--- config.mk ---
export PLATFORM = sky130hd
export DESIGN_NAME = dual_pueo_thresh_sequencer
export DESIGN_NICKNAME = d
export VERILOG_FILES = /design/src/rtl/dual_pueo_thresh_sequencer.sv
export SDC_FILE = /design/constraint.sdc
export NUM_CORES = 1
export LEC_CHECK = 0
export BUFFER_PORTS_ARGS = -buffer_cell sky130_fd_sc_hd__buf_2
export CAP_MARGIN = 30
export CORE_MARGIN = 3
export CORE_UTILIZATION = 40
export CTS_CLUSTER_SIZE = 25
export DETAILED_ROUTE_END_ITERATION = 7
export SYNTH_ARGS = -nofsm -noshare
export SYNTH_HDL_FRONTEND = slang
export SYNTH_SLANG_ARGS = --single-unit
--- constraint.sdc ---
create_clock -name clk_i -period 7.7 [get_ports clk_i]
set_input_delay 0.77 -clock clk_i [delete_from_list [all_inputs] [get_ports clk_i]]
set_output_delay 0.77 -clock clk_i [all_outputs]
set_load 0.03 [all_outputs]
--- src/rtl/dual_pueo_thresh_sequencer.sv ---
// dual_pueo_thresh_sequencer
//   Holds the threshold shadow RAM for a cascade of NPAIR dual_pueo beam pairs
//   (A and B half, TBITS each). A load request streams every stored threshold
//   into the cascade, last pair first, then pulses the commit strobe so all
//   pairs adopt their new thresholds in the same cycle.
//
//   State table
//     state    | meaning
//     IDLE     | accepts RAM writes, waits for a load request or pending mask
//     PREFETCH | reads the last RAM entry (one-cycle read latency)
//     SHIFT    | drives one threshold per cycle onto the cascade, NPAIR cycles
//     SETTLE   | SETTLE quiet cycles before the commit (skipped if SETTLE=0)
//     UPDATE   | one-cycle commit strobe; done_o follows in the next cycle
//
// Ports
//   clk_i, rst_ni          clock, asynchronous active-low reset
//   wr_valid_i/wr_ready_o  shadow RAM write handshake (ready only in IDLE)
//   wr_addr_i, wr_half_i   pair index and half (0 = A, 1 = B) of the write
//   wr_data_i              threshold value
//   load_req_i             load mask, [0]=A [1]=B
//   busy_o, done_o         sequence in progress / one-cycle completion pulse
//   thresh_o               {B,A} threshold to the cascade head
//   thresh_wr_o            per-half cascade shift strobe
//   thresh_update_o        per-half commit strobe
module dual_pueo_thresh_sequencer #(
    parameter int NPAIR  = 24,
    parameter int TBITS  = 18,
    parameter int SETTLE = 2
) (
    input  logic                 clk_i,
    input  logic                 rst_ni,
    input  logic                 wr_valid_i,
    output logic                 wr_ready_o,
    input  logic [5:0]           wr_addr_i,
    input  logic                 wr_half_i,
    input  logic [TBITS-1:0]     wr_data_i,
    input  logic [1:0]           load_req_i,
    output logic                 busy_o,
    output logic                 done_o,
    output logic [2*TBITS-1:0]   thresh_o,
    output logic [1:0]           thresh_wr_o,
    output logic [1:0]           thresh_update_o
);

    localparam int               AW        = (NPAIR > 1) ? $clog2(NPAIR) : 1;
    localparam logic [5:0]       LAST_IDX  = 6'(NPAIR - 1);
    localparam logic [AW-1:0]    LAST_RD   = AW'(NPAIR - 1);
    localparam logic [6:0]       NPAIR_W   = 7'(NPAIR);
    localparam logic [3:0]       SETTLE_LD = (SETTLE > 0) ? 4'(SETTLE - 1) : 4'd0;

    localparam logic [2:0] S_IDLE     = 3'd0;
    localparam logic [2:0] S_PREFETCH = 3'd1;
    localparam logic [2:0] S_SHIFT    = 3'd2;
    localparam logic [2:0] S_SETTLE   = 3'd3;
    localparam logic [2:0] S_UPDATE   = 3'd4;

    logic [2:0]           state_q, state_d;
    logic [5:0]           idx_q, idx_d;
    logic [3:0]           settle_q, settle_d;
    logic [1:0]           active_q, active_d;
    logic [1:0]           pending_q, pending_d;
    logic [2*TBITS-1:0]   thresh_q, thresh_d;
    logic                 done_q, done_d;

    logic [TBITS-1:0]     ram_a_q [NPAIR];
    logic [TBITS-1:0]     ram_b_q [NPAIR];
    logic [AW-1:0]        rd_idx;
    logic [5:0]           idx_m1;
    logic                 wr_en;

    // Out-of-range addresses complete the handshake but never touch the RAM.
    assign wr_en = wr_valid_i && (state_q == S_IDLE) && ({1'b0, wr_addr_i} < NPAIR_W);

    // Shadow RAM is deliberately not reset: contents survive rst_ni so a
    // sequence aborted by reset can be replayed without rewriting.
    always_ff @(posedge clk_i) begin
        if (wr_en) begin
            if (wr_half_i) begin
                ram_b_q[wr_addr_i[AW-1:0]] <= wr_data_i;
            end else begin
                ram_a_q[wr_addr_i[AW-1:0]] <= wr_data_i;
            end
        end
    end

    assign idx_m1 = idx_q - 6'd1;

    always_comb begin
        state_d   = state_q;
        idx_d     = idx_q;
        settle_d  = settle_q;
        active_d  = active_q;
        thresh_d  = thresh_q;
        done_d    = 1'b0;
        rd_idx    = LAST_RD;
        // Requests arriving while busy merge into a single pending slot.
        pending_d = (state_q == S_IDLE) ? 2'b00 : (pending_q | load_req_i);

        case (state_q)
            S_IDLE: begin
                if ((load_req_i | pending_q) != 2'b00) begin
                    active_d = load_req_i | pending_q;
                    state_d  = S_PREFETCH;
                end
            end
            S_PREFETCH: begin
                rd_idx   = LAST_RD;
                thresh_d = {ram_b_q[rd_idx], ram_a_q[rd_idx]};
                idx_d    = LAST_IDX;
                state_d  = S_SHIFT;
            end
            S_SHIFT: begin
                // idx_q names the entry on thresh_o this cycle; fetch the next
                // one for the following shift until entry 0 has gone out.
                if (idx_q == 6'd0) begin
                    settle_d = SETTLE_LD;
                    state_d  = (SETTLE == 0) ? S_UPDATE : S_SETTLE;
                end else begin
                    rd_idx   = idx_m1[AW-1:0];
                    thresh_d = {ram_b_q[rd_idx], ram_a_q[rd_idx]};
                    idx_d    = idx_m1;
                end
            end
            S_SETTLE: begin
                if (settle_q == 4'd0) begin
                    state_d = S_UPDATE;
                end else begin
                    settle_d = settle_q - 4'd1;
                end
            end
            S_UPDATE: begin
                done_d  = 1'b1;
                state_d = S_IDLE;
            end
            default: begin
                state_d = S_IDLE;
            end
        endcase
    end

    always_ff @(posedge clk_i or negedge rst_ni) begin
        if (!rst_ni) begin
            state_q   <= S_IDLE;
            idx_q     <= 6'd0;
            settle_q  <= 4'd0;
            active_q  <= 2'b00;
            pending_q <= 2'b00;
            thresh_q  <= '0;
            done_q    <= 1'b0;
        end else begin
            state_q   <= state_d;
            idx_q     <= idx_d;
            settle_q  <= settle_d;
            active_q  <= active_d;
            pending_q <= pending_d;
            thresh_q  <= thresh_d;
            done_q    <= done_d;
        end
    end

    // Strobes decode directly from the state register so an asynchronous
    // reset silences them without waiting for a clock edge.
    assign thresh_wr_o     = (state_q == S_SHIFT)  ? active_q : 2'b00;
    assign thresh_update_o = (state_q == S_UPDATE) ? active_q : 2'b00;
    assign busy_o          = (state_q != S_IDLE);
    assign wr_ready_o      = (state_q == S_IDLE);
    assign done_o          = done_q;
    assign thresh_o        = thresh_q;

endmodule

Word level (Yosys, flattened, before mapping)
Memories as Yosys holds them, arrays and structs flattened.
Index checks and enable logic that the tools add are counted.
- output and inout port bits: 43
- RAM bits: 864
- ROM bits: 0
- bits in registers: 54
- memories kept: 2
- latch bits: 0
- word-level logic and storage cells: 56
- memory list (name ; words ; width ; read ports ; clocked after Yosys merged registers in ; wr ports ; RTL line ; source):
    ram_a_q ; 24 ; 18 ; 2 ; 0 ; 1 ; 65 ; logic [TBITS-1:0] ram_a_q [NPAIR];
    ram_b_q ; 24 ; 18 ; 2 ; 0 ; 1 ; 66 ; logic [TBITS-1:0] ram_b_q [NPAIR];
- reductions and logical operators: 13
- magnitude comparators: 1
- shifts and indexed selects: 0
- bitwise gates (word level): 1
- eq/ne operators: 9
- add/sub/neg operators: 2
- multiplexer cells: 21
- multiply operators: 0
- divide/modulo/power cells: 0
- operators with widths (operator ; count):
    one-hot mux 36 bit (2 select lines) ; 1
    two-way mux 36 bit ; 1
    one-hot mux 3 bit (4 select lines) ; 1
    one-hot mux 6 bit (2 select lines) ; 1
    two-way mux 3 bit ; 3
    two-way mux 4 bit ; 2
    inequality test 2 bit, second input constant ; 4
    one-hot mux 4 bit (2 select lines) ; 1
    two-way mux 1 bit ; 7
    == test 3 x 2 -> 1 bit, second input constant ; 2
    logical NOT 6 bit ; 1
    < comparator 6 x 5 -> 1 bit, second input constant ; 1
    two-way mux 2 bit ; 3
    two-way mux 6 bit ; 1
    AND reduction 3 bit ; 2
    nonzero test 2 bit ; 3
    subtractor 6 x 1 -> 6 bit, second input constant ; 1
    logical NOT 4 bit ; 1
    AND reduction 2 bit ; 2
    subtractor 4 x 1 -> 4 bit, second input constant ; 1
    == test 3 x 1 -> 1 bit, second input constant ; 1
    == test 3 bit, second input constant ; 1
    logical NOT 3 bit ; 1
    nonzero test 3 bit ; 1
    other kinds (3) ; 4

Logic depth before layout (Yosys ltp)
Gate-level depths: netlist of the first run.
- depth after elaboration: 5
- gate-level depth with buffers: 13

Worst setup path before layout of the first run
Ideal clock, no wire load.
- path kind: flip-flop to flip-flop
- start point: reg state_q[1]
- end point: mem ram_a_q[14][0], enable pin
- data required time: 7307 ps
- stages on the path, launching flop included: 8
- path slack: 4868 ps
- data arrival time: 2439 ps
- buffers on the path: 2
- path through: dfrtp_1 buf_2 or3_1 buf_2 a2111oi_2 and2b_2 nand3b_2 nor2_1
- word-level cells in the longest chain between the ends: 5
- RTL lines (element ; RTL line ; source):
    start: declaration ; 57 ; logic [2:0] state_q, state_d;
    start signal: assignment ; 151 ; state_q <= state_d;
    logical NOT 3 bit ; 72 ; assign wr_en = wr_valid_i && (state_q == S_IDLE) && ({1'b0, wr_addr_i} < NPAIR_W);
    logical AND 1 bit (2 in a row) ; 72 ;
    two-way mux 1 bit ; 77 ; if (wr_en) begin
    two-way mux 1 bit (implied by the code) ; 81 ; ram_a_q[wr_addr_i[AW-1:0]] <= wr_data_i;
    end: declaration ; 65 ;
Every way passes these cells.

Worst setup path after layout of the first run
- start point: reg idx_q[0]
- end point: reg thresh_q[2] (netlist: thresh_o[2])
- word-level cells in the longest chain between the ends: 4
- elaborated cells on any way between the ends: 7
- RTL lines (element ; RTL line ; source):
    start: declaration ; 58 ; logic [5:0] idx_q, idx_d;
    start signal: assignment ; 152 ; idx_q <= idx_d;
    subtractor 6 x 1 -> 6 bit ; 86 ; assign idx_m1 = idx_q - 6'd1;
    memory read (24 x 18 bit) ; n/a ;
    two-way mux 36 bit ; 115 ; if (idx_q == 6'd0) begin
    one-hot mux 36 bit (2 select lines) ; 99 ; case (state_q)
    end signal: assignment ; 156 ; thresh_q <= thresh_d;
    end: declaration ; 62 ; logic [2*TBITS-1:0] thresh_q, thresh_d;
Several ways; a longest one is shown, not always the timed one. The select of a mux whose other input is x is not followed.
A chain may end at the register's enable or synchronous reset.

==> flow_metrics.py, run 1 <==
metrics = {
    "drt": {
        "drtIter0Drc": 1866,
        "first_pass_iters": 5,
        "vias": 17100,
        "ant_nets": 0,
        "drc": 0,
        "wl_um": 88400,
        "viasPerCell": 5.72,
        "routedWlPerCell_um": 29.5,
    },
    "global_routing": {
        "grt_max_degree": 103,
        "grt_pass1_wl_um": 127000,
        "antenna_found_initial": 7,
        "grt_pass1_vias": 17800,
        "overflow": 0,
        "grt.total_usage": 0.190,
    },
    "placed_design": {
        "dp.cells": 2826,
        "port_buffers": 72,
        "postPlaceCellArea_um2": 37600,
        "dp_hpwl_um": 49700,
        "globalplace.congestion": 0.746,
    },
    "power_and_ir_drop": {
        "share_seq_of_total_power": 0.557,
        "power.total_uw": 9790,
        "ir_drop_v": 0.000162,
        "pwr-share-clk": 0.431,
        "swShare": 0.194,
        "pwr-share-comb": 0.012,
        "p_leak_uw": 0.0123,
        "intPower_uw": 7890,
        "p_sw_uw": 1900,
        "p_per_area_nw_per_um2": 241,
    },
    "layout": {
        "area_delta_synth_final_pct": 14.2,
        "final_common_cell": "edfxtp_1",
        "nets": 1802,
        "fin_cells": 2997,
        "drive_gt1_frac": 0.296,
        "mostFrequentLayoutCells": "edfxtp_1, mux4_2, mux2i_1",
        "fin_area_um2": 40600,
        "diodes": 0,
    },
    "critical_path": {
        "cp_cell_sequence": "buf_12, buf_12, mux4_2, mux2i_1, o22ai_1, o22a_1",
        "cp_max_fo": 102,
        "cp-start-kind": "flip-flop",
        "cp_slowest_stage_delay_ns": 0.85,
        "crit_end": "thresh_o[2]",
        "worstSetupPathType": "reg2reg",
        "cpMaxStageDelayCell": "dfrtp_4",
        "startpoint": "idx_q[0]",
        "r2r-start": "idx_q[0]",
        "rrSetupSlack_ns": 3.71,
        "worst_r2r_endpoint": "thresh_o[2]",
        "arrival_ns": 4.52,
        "rr_worst_depth": 6,
        "crit_path_end_kind": "flip-flop",
        "path_common_cell": "buf_12",
        "critPathRequiredTime_ns": 8.23,
    },
    "clock_tree": {
        "cts.repair.resized": 0,
        "cts_max_level": 3,
        "cts_num_sinks": 918,
        "cts_made_buffers": 89,
        "post_cts.repair.setup_buffers": 0,
        "root_buffer": "clkbuf_16",
        "cts_max_path_buffers": 3,
        "clkTransAtPathRegs_ns": 0.06,
        "cts_tree": "built",
        "clk_latency_ns": 0.64,
        "hold_buffers": 0,
    },
    "die": {
        "rows": 108,
        "fp.dieW_um": 304,
        "die-area_um2": 92500,
        "ioPinCount": 73,
        "start_util": 0.407,
        "die_h_um": 304,
        "core_um2": 87400,
    },
    "yosys": {
        "synth_area_um2": 35500,
        "netlist_instances": 1630,
        "syn_nets": 1663,
        "ys_seq_elements": 918,
        "seq_area_frac_synth": 0.768,
        "ys_types": 45,
        "yosysWarnings": 0,
        "syn_area_per_cell_um2": 21.8,
    },
    "sta": {
        "fmaxAchievable_mhz": 251,
        "final_max_slew_viol_count": 0,
        "post-route-min-period_ns": 3.99,
        "finalSetupTns_ns": 0,
        "worst_pin_slew_ns": 1.03,
        "finClkSkew_ns": 0.0173,
        "rsz0062_at_grt": "no",
        "setup_violations": 0,
        "hold_viol_final": 0,
        "max_slew_margin": 0.315,
        "fin_crit_sh": 0.518,
    },
    "outcome": {
        "status": "completed",
    },
    "run": {
        "cap_violations": 0,
    },
    "hold_path": {
        "min_path_type": "in2async",
    },
}
[synthesized netlist by cell type]
cell type,n,area (um^2)
or3_1,2,12.5
nand3b_2,2,22.5
a2111oi_2,1,15.0
xnor2_1,4,35.0
edfxtp_1,864,25900
nor3_4,1,16.3
nor3b_1,1,7.51
or3b_2,2,17.5
nand3_2,2,20.0
xor2_1,1,8.76
a21oi_1,5,25.0
and2b_2,1,8.76
nor2b_1,1,6.26
inv_1,8,30.0
and2_1,5,31.3
a31oi_1,1,6.26
nor2_1,104,390
nand2b_1,3,18.8
clkbuf_1,21,78.8
mux4_2,218,4910
nand2_1,11,41.3
ha_1,3,37.5
nand3b_1,3,22.5
o21ai_1,2,10.0
o21bai_1,1,7.51
o22ai_1,69,432
buf_4,21,158
o21ai_2,1,8.76
o41a_1,1,11.3
nor4_1,2,12.5
a21bo_2,1,10.0
o31ai_1,1,7.51
buf_6,11,124
nand3_1,7,35.0
mux2i_1,104,1040
buf_1,2,7.51
a32o_1,1,10.0
o21ai_0,10,50.1
nor3_1,2,10.0
xnor2_2,2,32.5
and2_2,1,7.51
dfrtp_1,54,1350
nor3b_2,2,25.0
buf_2,35,175
o22a_1,36,315
[power groups by stage]
stage	Combinational (uW)	Clock [uW]	Sequential (uW)
floorplan	4.09	0	5560
global placement	99.2	0	5560
detailed placement	108	0	5560
CTS	108	4290	5460
global route	123	4500	5450
finish	114	4220	5460
[cell type report]
| class | instances | area (um^2) |
|---|---|---|
| tap | 1155 | 1450 |
| sequential | 918 | 27300 |
| fill | 7194 | 46800 |
| clock inverter | 31 | 264 |
| inverter | 8 | 30.0 |
| timing repair buffer | 138 | 1100 |
| multi-input combinational | 614 | 7900 |
| clock buffer | 133 | 2550 |
[logic make-up after synthesis]
family          synth area share
mux                        0.167
buf+inv                   0.0161
compound gates            0.0256
fa+ha+maj                0.00106
flops                      0.768
xor+xnor                 0.00215
simple gates              0.0199
[flip-flops by register name (all words and copies together) (netlist names)]
register,count
ram_b_q,432
done_o,1
active_q,2
ram_a_q,432
settle_q,4
pending_q,2
thresh_o,36
state_q,3
idx_q,6
[metal layers]
metal	wire length [um]	vias up	global-route usage	share of wire
met3	4540	162	0.0304	0.051
met5	13	-	0	0.00015
met2	44800	575	0.321	0.51
met1	35700	9304	0.250	0.40
met4	3310	2	0.0705	0.037
li1	-	7102	-	-
[metrics by stage]
| step | utilization | worst slack [ns] | hold slack (ns) |
|---|---|---|---|
| 5_1_grt | 0.464 | 3.46 | 0.165 |
| 3_5_place_dp | 0.431 | 3.61 | 0.500 |
| 3_3_place_gp | 0.428 | 3.60 | 0.485 |
| 6_report | 0.464 | 3.71 | 0.162 |
| 4_1_cts | 0.463 | 3.62 | 0.141 |
| 2_1_floorplan | - | 4.87 | 0.466 |
[how the worst min path moves through the flow]
stage,start,end,slack (ns),cells after the start
final,rst_ni,state_q[1],0.16,2
after global routing,rst_ni,state_q[1],0.17,2
after CTS,rst_ni,state_q[1],0.14,2
after detailed placement,pending_q[1],pending_q[1],0.50,2
after global placement,pending_q[0],pending_q[0],0.48,2
after floorplan,rst_ni,active_q[0],0.47,0
[worst max-delay path: cells and delay by family, from the launching register on]
family / cells / cell delay [ns]
compound gates: 2 / 0.39
mux: 2 / 1.05
buf+inv: 2 / 1.24
flops: 1 / 0.85
No activity file was read; power rests on OpenSTA's default activity.
==> run 2: changes to the inputs <==
- clock period: 7.7 -> 4.1 ns (I/O delays scaled with it)
==> flow_metrics.py, run 2 (synthesized netlist as in run 1, its figures left out) <==
metrics = {
    "outcome": {
        "status": "completed",
    },
    "hold_path": {
        "min_path_type": "in2reg",
        "min_from": "wr_data_i[2]",
        "min_path_cells": 1,
    },
    "global_routing": {
        "antenna_found_initial": 8,
        "grt_max_degree": 97,
        "overflow": 0,
        "grt_pass1_wl_um": 128000,
        "grt.total_usage": 0.190,
        "grt_pass1_vias": 17900,
    },
    "clock_tree": {
        "cts_tree": "built",
        "post_cts.repair.setup_buffers": 0,
        "cts_num_sinks": 918,
        "clk_latency_ns": 0.65,
        "cts_max_level": 3,
        "cts_max_path_buffers": 3,
        "root_buffer": "clkbuf_16",
        "clkTransAtPathRegs_ns": 0.06,
        "cts_made_buffers": 89,
    },
    "layout": {
        "fin_area_um2": 40700,
        "drive_gt1_frac": 0.302,
        "final_common_cell": "edfxtp_1",
        "nets": 1825,
        "mostFrequentLayoutCells": "edfxtp_1, mux4_2, mux2i_1",
        "area_delta_synth_final_pct": 14.5,
    },
    "critical_path": {
        "cp_top_family": "simple AND/OR/NAND/NOR gates",
        "r2r-start": "state_q[1]",
        "rr_worst_depth": 6,
        "crit_path_end_kind": "flip-flop",
        "cp_max_fo": 10,
        "cpMaxStageDelayCell": "or3_1",
        "cp_cell_sequence": "or3_1, a2111oi_2, and2_2, nand2_1, nor2_2, buf_4",
        "cp.depth": 6,
        "crit_buf_inv": 1,
        "arrival_ns": 3.29,
        "critPathRequiredTime_ns": 4.44,
        "cp_slowest_stage_delay_ns": 0.62,
        "cp-start-kind": "flip-flop",
        "worstSetupPathType": "reg2reg",
        "startpoint": "state_q[1]",
    },
    "drt": {
        "drc": 0,
        "routedWlPerCell_um": 29.2,
        "wl_um": 88200,
        "ant_nets": 0,
        "drtIter0Drc": 1657,
        "vias": 17300,
        "viasPerCell": 5.73,
        "first_pass_iters": 5,
    },
    "sta": {
        "setup_violations": 0,
        "finClkSkew_ns": 0.0246,
        "fmaxAchievable_mhz": 339,
        "hold_viol_final": 0,
        "finalSetupTns_ns": 0,
        "post-route-min-period_ns": 2.95,
        "max_slew_margin": 0.328,
        "final_max_slew_viol_count": 0,
        "rsz0062_at_grt": "no",
        "fin_crit_sh": 0.720,
        "worst_pin_slew_ns": 1.01,
    },
    "run": {
        "cap_violations": 0,
    },
    "die": {
        "start_util": 0.407,
        "rows": 108,
        "fp.dieW_um": 304,
        "die_h_um": 304,
        "ioPinCount": 73,
        "core_um2": 87400,
        "die-area_um2": 92500,
    },
    "placed_design": {
        "globalplace.congestion": 0.814,
        "postPlaceCellArea_um2": 37700,
        "dp_hpwl_um": 51100,
        "port_buffers": 72,
    },
    "power_and_ir_drop": {
        "ir_drop_v": 0.000390,
        "p_leak_uw": 0.0124,
        "p_per_area_nw_per_um2": 450,
    },
}
## run 2: report_power, final
| part | total, uW | switching (uW) | leakage, uW | internal (uW) |
|---|---|---|---|---|
| sequential | 10200 | 0.00000870 | 0.00840 | 10200 |
| clock | 7860 | 3420 | 0.00137 | 4450 |
| combinational | 223 | 186 | 0.00265 | 36.5 |
## run 2: through the flow
| step | util | power [uW] | instances | hold WS [ns] | setup WS (ns) |
|---|---|---|---|---|---|
| after floorplan | - | 10500 | 1630 | 0.114 | 1.27 |
| after global placement | 0.430 | 10600 | 2840 | 0.490 | 1.17 |
| after detailed placement | 0.431 | 10700 | 2844 | 0.493 | 1.11 |
| after CTS | 0.464 | 18500 | 3011 | 0.130 | 1.11 |
| after global routing | 0.465 | 18900 | 3020 | 0.0112 | 0.868 |
| final | 0.465 | 18300 | 3021 | 0.0345 | 1.15 |
## run 2: final timing paths
path	endpoint	slack (ns)
worst max-delay path	ram_b_q[0][8]	1.15
worst min-delay path	ram_a_q[15][2]	0.03
worst max register to register	ram_b_q[0][8]	1.15
worst min register to register	pending_q[0]	0.51
max in group asynchronous	thresh_o[17]	2.73
min in group asynchronous	state_q[2]	0.45
## run 2: per-layer routing
layer	up-vias	wire [um]	GRT usage
li1	7146	-	-
met1	9375	35000	0.254
met2	642	45100	0.319
met3	136	5370	0.0317
met4	0	2820	0.0619
met5	-	0	0
## run 2: area by class of cell
| type | count | area (um^2) |
|---|---|---|
| Antenna cell | 1 | 2.50 |
| Clock buffer | 118 | 2440 |
| Clock inverter | 46 | 354 |
| Fill cell | 7154 | 46700 |
| Inverter | 8 | 30.0 |
| Multi-Input combinational cell | 614 | 7850 |
| Sequential cell | 918 | 27300 |
| Tap cell | 1155 | 1450 |
| Timing Repair Buffer | 161 | 1270 |
## run 2: timing repair
item / in CTS / in global routing
endpoints found under the hold margin: 37 / 4
hold buffers: 3 / 2
gates resized for setup: 0 / 0
